### src/rtl/prog_loader.sv
// prog_loader: framed byte-stream loader that writes 14-bit words into the 2048-word program RAM
// and holds the CPU in reset until a complete image is in place. Optional checksum byte: PROG_LOADER_CHECKSUM_EN.
module prog_loader #(
    parameter logic [7:0] SYNC_BYTE = 8'hA5
) (
    input  logic        clk,
    input  logic        rst_n,
    input  logic        in_valid,
    input  logic [7:0]  in_data,
    output logic        in_ready,
    output logic        Pram_we,
    output logic [10:0] Pram_addr,
    output logic [13:0] Pram_data,
    output logic        cpu_hold,
    output logic        done,
    output logic        err
);

    // state    | meaning
    // IDLE     | after reset, waiting for the sync byte
    // CNT_HI   | waiting for word-count high byte
    // CNT_LO   | waiting for word-count low byte
    // W_HI     | waiting for instruction high byte
    // W_LO     | waiting for instruction low byte
    // WRITE    | one-cycle RAM write strobe, input stalled
    // CHK      | waiting for checksum byte (checksum builds only)
    // DONE     | image loaded, CPU released; sync restarts
    // ERR      | frame error, CPU held; sync restarts
    localparam logic [3:0] S_IDLE   = 4'd0;
    localparam logic [3:0] S_CNT_HI = 4'd1;
    localparam logic [3:0] S_CNT_LO = 4'd2;
    localparam logic [3:0] S_W_HI   = 4'd3;
    localparam logic [3:0] S_W_LO   = 4'd4;
    localparam logic [3:0] S_WRITE  = 4'd5;
    localparam logic [3:0] S_DONE   = 4'd6;
    localparam logic [3:0] S_ERR    = 4'd7;
`ifdef PROG_LOADER_CHECKSUM_EN
    localparam logic [3:0] S_CHK    = 4'd8;
`endif

    logic [3:0]  state_q, state_d;
    logic [10:0] addr_q, addr_d;
    logic [13:0] data_q, data_d;
    logic        we_q, we_d;
    logic [10:0] remain_q, remain_d;
    logic [2:0]  cnt_hi_q, cnt_hi_d;
    logic [5:0]  w_hi_q, w_hi_d;
    logic        done_q, done_d;
    logic        err_q, err_d;
    logic        hold_q, hold_d;
`ifdef PROG_LOADER_CHECKSUM_EN
    logic [7:0]  csum_q, csum_d;
    logic [7:0]  csum_sum;
`endif

    logic        accept;
    logic        is_sync;
    logic        goto_tail;
    logic [10:0] n_words;

    assign accept   = in_valid && (state_q != S_WRITE);
    assign is_sync  = (in_data == SYNC_BYTE);
    assign n_words  = {cnt_hi_q, in_data};
`ifdef PROG_LOADER_CHECKSUM_EN
    assign csum_sum = csum_q + in_data;
`endif

    always_comb begin
        state_d   = state_q;
        addr_d    = addr_q;
        data_d    = data_q;
        we_d      = 1'b0;
        remain_d  = remain_q;
        cnt_hi_d  = cnt_hi_q;
        w_hi_d    = w_hi_q;
        done_d    = done_q;
        err_d     = err_q;
        hold_d    = hold_q;
        goto_tail = 1'b0;
`ifdef PROG_LOADER_CHECKSUM_EN
        csum_d    = csum_q;
`endif

        case (state_q)
            S_IDLE, S_DONE, S_ERR: begin
                if (accept && is_sync) begin
                    state_d = S_CNT_HI;
                    addr_d  = 11'd0;
                    done_d  = 1'b0;
                    err_d   = 1'b0;
                    hold_d  = 1'b1;
`ifdef PROG_LOADER_CHECKSUM_EN
                    csum_d  = 8'd0;
`endif
                end
            end
            S_CNT_HI: begin
                if (accept) begin
                    cnt_hi_d = in_data[2:0];
`ifdef PROG_LOADER_CHECKSUM_EN
                    csum_d   = csum_sum;
`endif
                    if (in_data[7:3] != 5'd0) begin
                        state_d = S_ERR;
                        err_d   = 1'b1;
                    end else begin
                        state_d = S_CNT_LO;
                    end
                end
            end
            S_CNT_LO: begin
                if (accept) begin
                    remain_d = n_words;
`ifdef PROG_LOADER_CHECKSUM_EN
                    csum_d   = csum_sum;
`endif
                    if (n_words != 11'd0) begin
                        state_d = S_W_HI;
                    end else begin
                        goto_tail = 1'b1;
                    end
                end
            end
            S_W_HI: begin
                if (accept) begin
                    w_hi_d = in_data[5:0];
`ifdef PROG_LOADER_CHECKSUM_EN
                    csum_d = csum_sum;
`endif
                    if (in_data[7:6] != 2'd0) begin
                        state_d = S_ERR;
                        err_d   = 1'b1;
                    end else begin
                        state_d = S_W_LO;
                    end
                end
            end
            S_W_LO: begin
                if (accept) begin
                    data_d  = {w_hi_q, in_data};
                    we_d    = 1'b1;
                    state_d = S_WRITE;
`ifdef PROG_LOADER_CHECKSUM_EN
                    csum_d  = csum_sum;
`endif
                end
            end
            S_WRITE: begin
                // remain_q counts words still to write including this one
                addr_d   = addr_q + 11'd1;
                remain_d = remain_q - 11'd1;
                if (remain_q == 11'd1) begin
                    goto_tail = 1'b1;
                end else begin
                    state_d = S_W_HI;
                end
            end
`ifdef PROG_LOADER_CHECKSUM_EN
            S_CHK: begin
                if (accept) begin
                    if (csum_sum == 8'd0) begin
                        state_d = S_DONE;
                        done_d  = 1'b1;
                        hold_d  = 1'b0;
                    end else begin
                        state_d = S_ERR;
                        err_d   = 1'b1;
                    end
                end
            end
`endif
            default: begin
                state_d = S_IDLE;
            end
        endcase

        if (goto_tail) begin
`ifdef PROG_LOADER_CHECKSUM_EN
            state_d = S_CHK;
`else
            state_d = S_DONE;
            done_d  = 1'b1;
            hold_d  = 1'b0;
`endif
        end
    end

    always_ff @(posedge clk or negedge rst_n) begin
        if (!rst_n) begin
            state_q  <= S_IDLE;
            addr_q   <= 11'd0;
            data_q   <= 14'd0;
            we_q     <= 1'b0;
            remain_q <= 11'd0;
            cnt_hi_q <= 3'd0;
            w_hi_q   <= 6'd0;
            done_q   <= 1'b0;
            err_q    <= 1'b0;
            hold_q   <= 1'b1;
`ifdef PROG_LOADER_CHECKSUM_EN
            csum_q   <= 8'd0;
`endif
        end else begin
            state_q  <= state_d;
            addr_q   <= addr_d;
            data_q   <= data_d;
            we_q     <= we_d;
            remain_q <= remain_d;
            cnt_hi_q <= cnt_hi_d;
            w_hi_q   <= w_hi_d;
            done_q   <= done_d;
            err_q    <= err_d;
            hold_q   <= hold_d;
`ifdef PROG_LOADER_CHECKSUM_EN
            csum_q   <= csum_d;
`endif
        end
    end

    assign in_ready  = (state_q != S_WRITE);
    assign Pram_we   = we_q;
    assign Pram_addr = addr_q;
    assign Pram_data = data_q;
    assign cpu_hold  = hold_q;
    assign done      = done_q;
    assign err       = err_q;

endmodule

### config.mk
export PLATFORM = sky130hd
export DESIGN_NAME = prog_loader
export DESIGN_NICKNAME = d
export VERILOG_FILES = /design/src/rtl/prog_loader.sv
export SDC_FILE = /design/constraint.sdc
export NUM_CORES = 1
export LEC_CHECK = 0
export CORE_ASPECT_RATIO = 0.5
export CORE_MARGIN = 2
export CORE_UTILIZATION = 48
export CTS_CLUSTER_DIAMETER = 150
export DETAILED_ROUTE_END_ITERATION = 10
export PLACE_DENSITY = 0.78
export SYNTH_ARGS = -nofsm -noshare
export SYNTH_HDL_FRONTEND = slang
export SYNTH_SLANG_ARGS = --single-unit
### constraint.sdc
create_clock -name clk -period 2.05 [get_ports clk]
set_input_delay 0.5125 -clock clk [delete_from_list [all_inputs] [get_ports clk]]
set_output_delay 0.5125 -clock clk [all_outputs]
set_load 0.01 [all_outputs]
==> run metrics <==
Flop pwr share=0.405; Pwr Total=4.546 mW; failing checks=setup timing; worst-margin pin slew=0.5232 ns; initial antenna violation count=0; initial core utilization=0.4997; largest net degree at the start of global routing=53; I/O pin count=41; Crit Path Max Fanout=5; combinational fraction of design power=0.458; post-CTS setup buffers=0; Rows=18; vias in the first global route=2077; Detailed Route WL=6095 um; register area share after synthesis=0.5260; net switching power=1.679 mW; Avg Inst Size Synth=10.58 um2; cell area after synthesis=0.002476 mm2; core region area=0.004955 mm2; Root Driver=clkbuf_8; global route hottest layer=met2; Post-synth EDFFs=0; Final Critical Period=2.052 ns; Synth Net Count=248; Data arrival, critical path=2.26 ns; ranking of synthesized cells by area=dfrtp_1 (52%), mux2_2 (10%), o21ai_0 (4.4%); grt met3 use=0.04643; ys async rst share=1.000; worst slack at placement=-0.4701 ns; Crit. End Element=register; ANT cells=0; Cells after Synth=234; Most used DFF post-synth=dfrtp_1; final setup fails=1; placed cells=365; Worst EP required=2.26 ns; leading cell type in the layout, fill and taps excluded=dfrtp_1; DRT Pass-1 Iters=6; CTS Buf Count=5; fraction of layout cells with a size suffix above 1=0.2475; FF+latch count, synth=52; clock sink total=52; period utilization=1.001; leakage power=1.440 nW; warnings from Yosys=0; Hold Vio Cnt, Final=0; outcome=finished, violations left; PortBufs=40; Worst Setup Path Type=input port to register; All-Layer GR Usage=0.2273; global routing usage on met2=0.3731; Yosys cell types=48; Peak supply drop=0.7431 mV; Max Transition Viols Final=0; H-tree levels=2; Power Internal=2.867 mW; CP Launch Type=input port; gr ovfl total=0; final std cells w/o fill=373; Vias/cell=5.716; FILL cells=373; Die H=54.79 um; Area Growth Syn to Fin=34.21%; clock power share=0.137; hold_ws=0.1641 ns; Synth top area share=0.5154; WL per Instance=16.34 um; max-cap violations=0; via count=2132; die area=0.005784 mm2; worst min-delay path category=input port to asynchronous set/reset pin; GPL Wtd Cong=0.9005; Layout Skew=0.008061 ns; FMAX=487.3 MHz; post-route setup TNS=-0.002291 ns; most frequent cells in the layout=dfrtp_1 (51), clkdlybuf4s50_1 (35), buf_4 (30); DRT antenna net count=0; clk_lat worst skew=0.32 ns; Sw Share=0.3693; Relative slew margins=0.6480; DRT iter0 DRCs=130; setup ws final=-0.002291 ns; post-DP HPWL=4281 um; CTS tree=done; Die Wd=105.6 um; Yosys top cell by area=dfrtp_1; nets@finish=316; drt drc=0; Global Route met1 Usage=0.2951; clock buffer depth=2; CTS clk-pin slew, worst paths=0.10 ns; first-pass GRT wire length=9901 um; P per Cell Area=1368 mW/mm2
-- per-layer routing --
metal  wire [um]  up-vias
li1            -     1002
met1        2753     1017
met2        2712       93
met3         435       20
met4         193        0
met5           0        -
-- cells in the mapped netlist, types with 2 or more instances --
library cell  count
inv_1             6
nor2b_1           3
and3_1            5
dfrtp_1          51
nor3_1            6
o211ai_1          2
ha_1              3
clkbuf_1          8
o21ai_0          22
nand2_1          18
a31oi_1           3
a21oi_1           8
nand3_1          10
a211oi_1          4
nor4_1            4
a21boi_0          2
and4_1            2
mux2_2           23
o311ai_0          2
nand4_1           5
and3b_1           2
nor2_1           17
and2_1            2
nand2b_1          2
-- stage by stage --
| step | utilization | instance area [um2] |
|---|---|---|
| after global placement | 0.6419 | 3181 |
| after global routing | 0.6707 | 3323 |
| final | 0.6707 | 3323 |
| after floorplan | - | 2476 |
| after CTS | 0.6629 | 3284 |
| after detailed placement | 0.6419 | 3181 |
-- worst paths after layout --
path | slack (ns) | to | from | depth (start not counted)
max | -0.002 | state_q[0] | in_data[2] | 6
min | 0.16 | Pram_data[2] | rst_n | 2
min in group clk | 0.48 | done | done | 2
max reg2reg | 0.07 | state_q[1] | remain_q[5] | 5
max in group asynchronous | 1.59 | cpu_hold | rst_n | 2
min reg2reg | 0.48 | done | done | 2
-- cell families (layout without fill, tap and decap cells) --
| group | Yosys count | in the layout | synth area share |
|---|---|---|---|
| simple gates | 82 | 82 | 0.1733 |
| compound gates | 55 | 55 | 0.1460 |
| flops | 52 | 52 | 0.5260 |
| mux | 24 | 24 | 0.1091 |
| buf+inv | 17 | 86 | 0.02678 |
| fa+ha+maj | 3 | 3 | 0.01516 |
| xor+xnor | 1 | 1 | 0.003538 |
-- power groups by stage --
| stage | sequential (mW) | clock [mW] | combinational [mW] |
|---|---|---|---|
| after floorplan | 1.89 | 0 | 0.973 |
| after global placement | 1.81 | 0 | 1.94 |
| after detailed placement | 1.84 | 0 | 2.00 |
| after CTS | 1.84 | 0.635 | 2.02 |
| after global routing | 1.92 | 0.690 | 2.29 |
| final | 1.84 | 0.623 | 2.08 |
-- sequential cells by signal (all words and copies together), names as in the netlist, 3 cells and up --
signal	count
Pram_data	14
Pram_addr	11
remain_q	11
w_hi_q	6
cnt_hi_q	3
state_q	3
-- critical path, cell delays in order --
cell and delay (ns):
clkdlybuf4s50_1 0.53, buf_4 0.19, and3b_1 0.22, a31oi_1 0.16, or3_1 0.39, a21boi_0 0.26
-- area by class of cell --
type                    count  area (um2)  area share
clock buffers               5       68.82     0.02071
clock inverters             3       25.02    0.007530
inverters                   6       22.52    0.006777
multi-input cells         165        1150      0.3460
flip-flops and latches     52        1303      0.3919
well taps                  70       87.58     0.02636
repair buffers             72       666.9      0.2007
-- timing repair --
item / in CTS / in global routing
pin swaps: 1 / 3
hold buffers: 0 / 0
endpoints found under the setup margin: 2 / 3
gates resized for setup: 4 / 10
Power figures use the tool's default switching activity.
